## src/rtl/ex_muldiv_seq_pkg.sv

```systemverilog
// Shared definitions for the RV32M multiply/divide sequencer: op encodings, FSM states and
// operand-signedness helpers.
package ex_muldiv_seq_pkg;

  typedef enum logic [2:0] {
    MdMul    = 3'd0,
    MdMulh   = 3'd1,
    MdMulhsu = 3'd2,
    MdMulhu  = 3'd3,
    MdDiv    = 3'd4,
    MdDivu   = 3'd5,
    MdRem    = 3'd6,
    MdRemu   = 3'd7
  } md_op_e;

  typedef enum logic [1:0] {
    StIdle = 2'd0,
    StBusy = 2'd1,
    StDone = 2'd2
  } md_state_e;

  function automatic logic op_is_div(md_op_e op);
    return op[2];
  endfunction

  function automatic logic op_is_rem(md_op_e op);
    return op[2] & op[1];
  endfunction

  // MUL keeps the low half, which is identical for signed and unsigned operands.
  function automatic logic op_a_signed(md_op_e op);
    logic s;
    s = 1'b0;
    unique case (op)
      MdMulh, MdMulhsu, MdDiv, MdRem: s = 1'b1;
      default:                        s = 1'b0;
    endcase
    return s;
  endfunction

  function automatic logic op_b_signed(md_op_e op);
    logic s;
    s = 1'b0;
    unique case (op)
      MdMulh, MdDiv, MdRem: s = 1'b1;
      default:              s = 1'b0;
    endcase
    return s;
  endfunction

endpackage

```

## src/rtl/ex_muldiv_seq_if.sv

```systemverilog
// EX-stage request/response bundle between the pipeline (master) and the M-op sequencer (slave).
interface ex_muldiv_seq_if #(
  parameter int unsigned XLEN = 32
);
  logic            start_i;
  logic [2:0]      op_i;
  logic [XLEN-1:0] a_i;
  logic [XLEN-1:0] b_i;
  logic [4:0]      rd_addr_i;
  logic            flush_i;
  logic            stall_o;
  logic            busy_o;
  logic            done_o;
  logic [XLEN-1:0] result_o;
  logic [4:0]      rd_addr_o;

  modport master (
    output start_i, op_i, a_i, b_i, rd_addr_i, flush_i,
    input  stall_o, busy_o, done_o, result_o, rd_addr_o
  );

  modport slave (
    input  start_i, op_i, a_i, b_i, rd_addr_i, flush_i,
    output stall_o, busy_o, done_o, result_o, rd_addr_o
  );
endinterface

```

## src/rtl/ex_muldiv_seq_dp.sv

```systemverilog
// Iterative datapath: shift-add multiplier and restoring divider sharing one register set.
// result_o reflects the value after the current step, so the last step's result can be captured.
module ex_muldiv_seq_dp
  import ex_muldiv_seq_pkg::*;
#(
  parameter int unsigned XLEN = 32
) (
  input  logic            clk_i,
  input  logic            rst_ni,
  input  logic            load_i,
  input  logic            step_i,
  input  logic            div_i,
  input  logic [XLEN-1:0] mag_a_i,
  input  logic [XLEN-1:0] mag_b_i,
  input  md_op_e          op_i,
  input  logic            neg_res_i,
  input  logic            neg_rem_i,
  output logic [XLEN-1:0] result_o
);

  // hi: accumulator (mul) / partial remainder (div); lo: multiplier / quotient; opd: addend/divisor
  logic [XLEN:0]   hi_q, hi_d;
  logic [XLEN-1:0] lo_q, lo_d;
  logic [XLEN-1:0] opd_q;

  logic [XLEN:0]     sum;
  logic [XLEN:0]     shifted;
  logic [XLEN:0]     trial;
  logic [2*XLEN-1:0] prod;
  logic [2*XLEN-1:0] prod_fix;
  logic [XLEN-1:0]   quo_fix;
  logic [XLEN-1:0]   rem_fix;

  always_comb begin
    sum     = hi_q + {1'b0, (lo_q[0] ? opd_q : '0)};
    shifted = {hi_q[XLEN-1:0], lo_q[XLEN-1]};
    trial   = shifted - {1'b0, opd_q};
    hi_d    = hi_q;
    lo_d    = lo_q;
    if (op_is_div(op_i)) begin
      // Negative trial (msb set) means the divisor did not fit: restore.
      hi_d = trial[XLEN] ? shifted : trial;
      lo_d = {lo_q[XLEN-2:0], ~trial[XLEN]};
    end else begin
      hi_d = {1'b0, sum[XLEN:1]};
      lo_d = {sum[0], lo_q[XLEN-1:1]};
    end
  end

  always_comb begin
    prod     = {hi_d[XLEN-1:0], lo_d};
    prod_fix = neg_res_i ? -prod : prod;
    quo_fix  = neg_res_i ? -lo_d : lo_d;
    rem_fix  = neg_rem_i ? -hi_d[XLEN-1:0] : hi_d[XLEN-1:0];
    result_o = '0;
    unique case (op_i)
      MdMul:                    result_o = prod_fix[XLEN-1:0];
      MdMulh, MdMulhsu, MdMulhu: result_o = prod_fix[2*XLEN-1:XLEN];
      MdDiv, MdDivu:            result_o = quo_fix;
      MdRem, MdRemu:            result_o = rem_fix;
      default:                  result_o = '0;
    endcase
  end

  always_ff @(posedge clk_i or negedge rst_ni) begin
    if (!rst_ni) begin
      hi_q  <= '0;
      lo_q  <= '0;
      opd_q <= '0;
    end else if (load_i) begin
      hi_q  <= '0;
      lo_q  <= div_i ? mag_a_i : mag_b_i;
      opd_q <= div_i ? mag_b_i : mag_a_i;
    end else if (step_i) begin
      hi_q <= hi_d;
      lo_q <= lo_d;
    end
  end

endmodule

```

## src/rtl/ex_muldiv_seq.sv

```systemverilog
// RV32M multiply/divide sequencer beside EX: accepts one M-op, stalls the pipe while iterating
// one bit per cycle, then presents a one-cycle done_o with the registered result.
module ex_muldiv_seq
  import ex_muldiv_seq_pkg::*;
#(
  parameter int unsigned XLEN         = 32,
  parameter bit          DIV_SHORTCUT = 1'b1
) (
  input  logic           clk_i,
  input  logic           rst_ni,
  ex_muldiv_seq_if.slave bus
);

  localparam int unsigned CntW = (XLEN > 1) ? $clog2(XLEN) : 1;
  localparam logic [CntW-1:0] CntLast = CntW'(XLEN - 1);

  md_state_e       state_q;
  md_op_e          op_q;
  logic [4:0]      rd_q;
  logic            neg_res_q;
  logic            neg_rem_q;
  logic [CntW-1:0] cnt_q;
  logic            done_q;
  logic [XLEN-1:0] result_q;
  logic [4:0]      rd_out_q;

  md_op_e          op_in;
  logic            accept;
  logic            a_neg, b_neg, b_zero, ovf;
  logic            shortcut;
  logic [XLEN-1:0] mag_a, mag_b;
  logic [XLEN-1:0] sc_result;
  logic [XLEN-1:0] dp_result;
  logic            dp_load, dp_step;

  always_comb begin
    op_in    = md_op_e'(bus.op_i);
    accept   = bus.start_i & ~bus.flush_i;
    a_neg    = op_a_signed(op_in) & bus.a_i[XLEN-1];
    b_neg    = op_b_signed(op_in) & bus.b_i[XLEN-1];
    mag_a    = a_neg ? -bus.a_i : bus.a_i;
    mag_b    = b_neg ? -bus.b_i : bus.b_i;
    b_zero   = (bus.b_i == '0);
    ovf      = op_is_div(op_in) & op_a_signed(op_in) &
               (bus.a_i == {1'b1, {(XLEN-1){1'b0}}}) & (bus.b_i == '1);
    shortcut = DIV_SHORTCUT & op_is_div(op_in) & (b_zero | ovf);
    sc_result = '0;
    if (b_zero) begin
      sc_result = op_is_rem(op_in) ? bus.a_i : '1;
    end else begin
      sc_result = op_is_rem(op_in) ? '0 : bus.a_i;
    end
  end

  assign dp_load = (state_q == StIdle) & accept & ~shortcut;
  assign dp_step = (state_q == StBusy) & ~bus.flush_i;

  ex_muldiv_seq_dp #(
    .XLEN(XLEN)
  ) u_dp (
    .clk_i    (clk_i),
    .rst_ni   (rst_ni),
    .load_i   (dp_load),
    .step_i   (dp_step),
    .div_i    (op_is_div(op_in)),
    .mag_a_i  (mag_a),
    .mag_b_i  (mag_b),
    .op_i     (op_q),
    .neg_res_i(neg_res_q),
    .neg_rem_i(neg_rem_q),
    .result_o (dp_result)
  );

  always_ff @(posedge clk_i or negedge rst_ni) begin
    if (!rst_ni) begin
      state_q   <= StIdle;
      op_q      <= MdMul;
      rd_q      <= '0;
      neg_res_q <= 1'b0;
      neg_rem_q <= 1'b0;
      cnt_q     <= '0;
      done_q    <= 1'b0;
      result_q  <= '0;
      rd_out_q  <= '0;
    end else begin
      done_q <= 1'b0;
      case (state_q)
        StIdle: begin
          if (accept) begin
            op_q  <= op_in;
            rd_q  <= bus.rd_addr_i;
            cnt_q <= '0;
            // A zero divisor must not flip the all-ones quotient.
            neg_res_q <= op_is_div(op_in) ? (a_neg ^ b_neg) & ~b_zero : a_neg ^ b_neg;
            neg_rem_q <= a_neg;
            if (shortcut) begin
              result_q <= sc_result;
              rd_out_q <= bus.rd_addr_i;
              done_q   <= 1'b1;
              state_q  <= StDone;
            end else begin
              state_q <= StBusy;
            end
          end
        end
        StBusy: begin
          if (bus.flush_i) begin
            state_q <= StIdle;
          end else begin
            cnt_q <= cnt_q + CntW'(1);
            if (cnt_q == CntLast) begin
              result_q <= dp_result;
              rd_out_q <= rd_q;
              done_q   <= 1'b1;
              state_q  <= StDone;
            end
          end
        end
        StDone:  state_q <= StIdle;
        default: state_q <= StIdle;
      endcase
    end
  end

  assign bus.stall_o   = rst_ni & (((state_q == StIdle) & accept) | (state_q == StBusy));
  assign bus.busy_o    = (state_q != StIdle);
  assign bus.done_o    = done_q;
  assign bus.result_o  = result_q;
  assign bus.rd_addr_o = rd_out_q;

endmodule

```

## src/flat_wrapper.sv

```systemverilog
// flat-port wrapper written by rule: the top's interface ports become plain ports
module ex_muldiv_seq_flat import ex_muldiv_seq_pkg::*;
#(
  parameter int unsigned XLEN         = 32,
  parameter bit          DIV_SHORTCUT = 1'b1
)
  (clk_i, rst_ni, bus_start_i, bus_op_i, bus_a_i, bus_b_i, bus_rd_addr_i, bus_flush_i, bus_stall_o, bus_busy_o, bus_done_o, bus_result_o, bus_rd_addr_o);
  ex_muldiv_seq_if #(.XLEN(XLEN)) bus_i ();
  input  logic clk_i;
  input  logic rst_ni;
  input wire logic [$bits(bus_i.start_i)-1:0] bus_start_i;
  input wire logic [$bits(bus_i.op_i)-1:0] bus_op_i;
  input wire logic [$bits(bus_i.a_i)-1:0] bus_a_i;
  input wire logic [$bits(bus_i.b_i)-1:0] bus_b_i;
  input wire logic [$bits(bus_i.rd_addr_i)-1:0] bus_rd_addr_i;
  input wire logic [$bits(bus_i.flush_i)-1:0] bus_flush_i;
  output wire logic [$bits(bus_i.stall_o)-1:0] bus_stall_o;
  output wire logic [$bits(bus_i.busy_o)-1:0] bus_busy_o;
  output wire logic [$bits(bus_i.done_o)-1:0] bus_done_o;
  output wire logic [$bits(bus_i.result_o)-1:0] bus_result_o;
  output wire logic [$bits(bus_i.rd_addr_o)-1:0] bus_rd_addr_o;
  assign bus_i.start_i = bus_start_i;
  assign bus_i.op_i = bus_op_i;
  assign bus_i.a_i = bus_a_i;
  assign bus_i.b_i = bus_b_i;
  assign bus_i.rd_addr_i = bus_rd_addr_i;
  assign bus_i.flush_i = bus_flush_i;
  assign bus_stall_o = bus_i.stall_o;
  assign bus_busy_o = bus_i.busy_o;
  assign bus_done_o = bus_i.done_o;
  assign bus_result_o = bus_i.result_o;
  assign bus_rd_addr_o = bus_i.rd_addr_o;
  ex_muldiv_seq #(.XLEN(XLEN), .DIV_SHORTCUT(DIV_SHORTCUT)) u_core (.clk_i(clk_i), .rst_ni(rst_ni), .bus(bus_i));
endmodule
```

## config.mk

```make
export PLATFORM = sky130hd
export DESIGN_NAME = ex_muldiv_seq_flat
export DESIGN_NICKNAME = d
export VERILOG_FILES = /design/src/rtl/ex_muldiv_seq_pkg.sv /design/src/rtl/ex_muldiv_seq_if.sv /design/src/rtl/ex_muldiv_seq_dp.sv /design/src/rtl/ex_muldiv_seq.sv /design/src/flat_wrapper.sv
export SDC_FILE = /design/constraint.sdc
export NUM_CORES = 1
export LEC_CHECK = 0
export BUFFER_PORTS_ARGS = -buffer_cell sky130_fd_sc_hd__buf_2
export CAP_MARGIN = 5
export CORE_MARGIN = 2
export CORE_UTILIZATION = 35
export DETAILED_ROUTE_END_ITERATION = 10
export PLACE_DENSITY = 0.54
export SETUP_SLACK_MARGIN = 0.02
export SLEW_MARGIN = 15
export SYNTH_ARGS = -nofsm -noshare
export SYNTH_HDL_FRONTEND = slang
export SYNTH_SLANG_ARGS = --single-unit
```

## constraint.sdc

```tcl
create_clock -name clk_i -period 13 [get_ports clk_i]
set_input_delay 1.3 -clock clk_i [delete_from_list [all_inputs] [get_ports clk_i]]
set_output_delay 1.3 -clock clk_i [all_outputs]
set_load 0.02 [all_outputs]
```

==> flow_metrics.env <==
export IMPL_rr_worst_depth=29
export IMPL_layout_cells_non_filler=2860
export IMPL_r2r_start="u_core.u_dp.lo_q[31]"
export IMPL_dp_slack_ps=5372
export IMPL_synth_seq_cells=152
export IMPL_cp_arrival_ps=8070
export IMPL_worst_setup_path_end_kind="flip-flop"
export IMPL_drc=0
export IMPL_whs_ps=484.7
export IMPL_die_width_um=220.7
export IMPL_post_cts_buffers=0
export IMPL_post_dp_cell_area_mm2=0.01749
export IMPL_post_route_period_util_pct=59.58
export IMPL_cts_htree_levels=4
export IMPL_layout_setup_ws_ps=5255
export IMPL_post_route_util_pct=38.81
export IMPL_async_flop_share_pct=100.0
export IMPL_relSlewSlack_pct=26.34
export IMPL_min_from="u_core.rd_q[2]"
export IMPL_setup_tns_ps=0
export IMPL_syn_area_per_cell_um2=7.418
export IMPL_vias=17450
export IMPL_row_count=79
export IMPL_synth_nets=2365
export IMPL_synth_ff_type="dfrtp_1"
export IMPL_slowest_delay_ps=700
export IMPL_fmax_mhz=129.1
export IMPL_yosysWarnings=0
export IMPL_syn_inst=2215
export IMPL_antenna_found_initial=5
export IMPL_p_leak_nw=7.555
export IMPL_start_util_pct=35.37
export IMPL_vdd_drop_max_uv=97.48
export IMPL_cp_required_ps=13330
export IMPL_grt_pass1_vias=16230
export IMPL_finalCriticalPeriod_ps=7745
export IMPL_numCtsBuffers=17
export IMPL_num_antenna_cells=0
export IMPL_clk_pin_slew_ps=80
export IMPL_synth_edf_count=0
export IMPL_cts_tree="built"
export IMPL_finalNetCount=2390
export IMPL_critPathLaunch="u_core.u_dp.lo_q[31]"
export IMPL_portBuffers=115
export IMPL_gr_total_overflow=0
export IMPL_grt_first_pass_wirelength_mm=104.1
export IMPL_cts_sinks=152
export IMPL_tightest_slew_ps=1104
export IMPL_ys_seq_area_share_pct=23.15
export IMPL_slew_viol_final=0
export IMPL_worstHoldPathCells=2
export IMPL_hold_end="u_core.rd_q[2]"
export IMPL_area_growth_syn_to_layout_pct=9.724
export IMPL_clk_latency_ps=460
export IMPL_ioPinCount=116
export IMPL_setup_violations=0
export IMPL_dr_pass1_iters=6
export IMPL_post_cts_resized=0
export IMPL_grt_max_degree=108
export IMPL_syn_area_mm2=0.01643
export IMPL_powerDensity_mw_per_mm2=200.7
export IMPL_die_area_mm2=0.04870
export IMPL_status="finished, final reports clean"
export IMPL_die_h_um=220.7
export IMPL_hold_path_class="flip-flop to flip-flop"
export IMPL_hold_viol_final=0
export IMPL_cts_hold_buf=0
export IMPL_routabilityCongestion=0.9490
export IMPL_cp_start_kind="flip-flop"
export IMPL_worst_path_max_delay_cell="nor3_1"
export IMPL_dp_hpwl_mm=54.78
export IMPL_drv_cap=0
export IMPL_viasPerCell=6.101
export IMPL_drt_iter0_markers=2044
export IMPL_path_max_fanout=38
export IMPL_routedWlPerCell_um=24.54
export IMPL_rsz0062_at_grt="no"
export IMPL_drive_gt1_share_pct=11.72
export IMPL_wirelength_mm=70.19
export IMPL_clockRootBuffer="clkbuf_16"
export IMPL_r2r_end="u_core.bus.result_o[2]"
export IMPL_synth_cell_types=101
export IMPL_core_area_mm2=0.04646
export IMPL_cts_buffer_depth=2
export IMPL_track_usage_pct=28.66
export IMPL_stdcell_area_mm2=0.01803
export IMPL_total_power_mw=3.618
export IMPL_ant_nets=0
export IMPL_dp_cells=2828
export IMPL_critical_path_class="flip-flop to flip-flop"
export IMPL_skew_ps=16.10
export IMPL_r2r_slack_ps=5250
-- flip-flops by register name (all words and copies together), names as in the netlist --
signal and flops:
u_core.u_dp.hi_q 33, u_core.bus.result_o 32, u_core.u_dp.lo_q 32, u_core.u_dp.opd_q 32, u_core.bus.rd_addr_o 5, u_core.cnt_q 5
u_core.rd_q 5, u_core.op_q 3, u_core.state_q 2, u_core.bus.done_o 1, u_core.neg_rem_q 1, u_core.neg_res_q 1
-- logic make-up (layout without fill, tap and decap cells) --
family / after synthesis / after routing / share of synthesized area (%)
flip-flops: 152 / 152 / 23.15
multiplexers: 78 / 78 / 4.904
XOR/XNOR: 145 / 145 / 7.729
buffers and inverters: 208 / 246 / 5.033
AND/OR/NAND/NOR: 800 / 800 / 23.46
adder cells (fa/ha/maj): 74 / 74 / 5.726
AO/OA/AOI/OAI: 758 / 758 / 30.00
-- cell usage after synthesis (7+ instances only) --
| cell | instances | area share [%] |
|---|---|---|
| o21bai_1 | 7 | 0.32 |
| clkbuf_1 | 107 | 2.4 |
| o31ai_1 | 29 | 1.3 |
| nor3b_1 | 9 | 0.41 |
| mux2_2 | 15 | 1.0 |
| nand2b_1 | 11 | 0.42 |
| o221ai_1 | 27 | 1.4 |
| o41ai_1 | 15 | 0.80 |
| nand2_1 | 300 | 6.9 |
| nor2b_1 | 23 | 0.88 |
| nor4_1 | 15 | 0.57 |
| o22ai_1 | 18 | 0.69 |
| buf_2 | 15 | 0.46 |
| o21ai_1 | 12 | 0.37 |
| buf_1 | 11 | 0.25 |
| o211ai_1 | 28 | 1.3 |
| or3_1 | 30 | 1.1 |
| a31oi_1 | 21 | 0.80 |
| o21a_1 | 15 | 0.69 |
| nand3_1 | 50 | 1.5 |
| inv_1 | 68 | 1.6 |
| mux2i_1 | 60 | 3.7 |
| dfrtp_1 | 152 | 23 |
| nor2_1 | 160 | 3.7 |
| o21ai_0 | 221 | 6.7 |
| nor3_1 | 57 | 1.7 |
| ha_1 | 72 | 5.5 |
| and2_1 | 49 | 1.9 |
| and3_1 | 16 | 0.61 |
| a21o_1 | 34 | 1.6 |
| or2_2 | 15 | 0.57 |
| a211oi_1 | 21 | 0.96 |
| a22o_1 | 8 | 0.43 |
| or4_1 | 10 | 0.46 |
| nand4_1 | 27 | 1.0 |
| a221oi_1 | 17 | 0.91 |
| a21oi_1 | 189 | 5.8 |
| xor2_1 | 65 | 3.5 |
| xnor2_1 | 80 | 4.3 |
-- layout make-up --
class                           instances  area [µm²]
Tap cell                              607       759.5
Clock inverter                         14       113.9
Multi-Input combinational cell       1855       11850
Sequential cell                       152        3807
Timing Repair Buffer                  144       802.0
Inverter                               70       262.8
Fill cell                            4962       28430
Clock buffer                           18       429.2
-- routing by layer --
layer  part of all wire, %  up-vias  global-route usage [%]  wire length, µm
met4                   4.6        0                   12.78             3241
met1                    45     8429                   39.68            31270
li1                      -     8192                       -                -
met2                    44      713                   43.74            30580
met5                     0        -                       0                0
met3                   7.3      115                   4.674             5102
-- worst max path at each step --
stage | end | cells after the start | slack [ps]
final | u_core.bus.result_o[2] | 29 | 5250
after global routing | u_core.bus.result_o[2] | 29 | 4740
after CTS | u_core.bus.result_o[2] | 29 | 5330
after detailed placement | u_core.bus.result_o[2] | 29 | 5370
after global placement | u_core.bus.result_o[2] | 29 | 5370
after floorplan | u_core.bus.result_o[29] | 23 | 7700
-- layout by cell type (no fill, tap or decap), drive strengths merged, types with 7 or more instances in the layout --
cell / synthesis / routed
o211ai: 29 / 29
a31oi: 21 / 21
nor2b: 23 / 23
a2111oi: 7 / 7
a21o: 34 / 34
and3: 16 / 16
o221ai: 27 / 27
nand3: 51 / 51
mux2i: 61 / 61
inv: 69 / 76
nand2: 301 / 301
xnor2: 80 / 80
o31ai: 31 / 31
a221oi: 21 / 21
a211oi: 24 / 24
a22o: 8 / 8
o22ai: 18 / 18
or2: 17 / 17
buf: 30 / 144
o21ai: 234 / 234
o21bai: 7 / 7
or4: 11 / 11
mux2: 17 / 17
nor4: 16 / 16
nor3: 60 / 60
and2: 49 / 49
xor2: 65 / 65
nand4: 30 / 30
nor2: 161 / 161
clkbuf: 108 / 18
nor3b: 10 / 10
nand2b: 11 / 11
o41ai: 17 / 17
a21oi: 195 / 195
or3: 31 / 31
ha: 72 / 72
o21a: 15 / 15
dfrtp: 152 / 152
-- power by group --
group / total [mW] / internal, mW / switching, mW
clock: 0.492 / 0.249 / 0.243
sequential: 0.709 / 0.575 / 0.134
combinational: 2.42 / 0.807 / 1.61
total: 3.62 / 1.63 / 1.99
-- worst max-delay path, delay by kind of cell, from the launching register on --
| kind | cells | cell delay, ps |
|---|---|---|
| buffers and inverters | 4 | 1060 |
| xor gates and xnor gates | 1 | 120 |
| AOI/OAI and AO/OA | 12 | 2700 |
| adders and majority gates | 4 | 1110 |
| DFF | 1 | 420 |
| and+or+nand+nor | 8 | 2160 |
No activity file was read; power rests on OpenSTA's default activity.
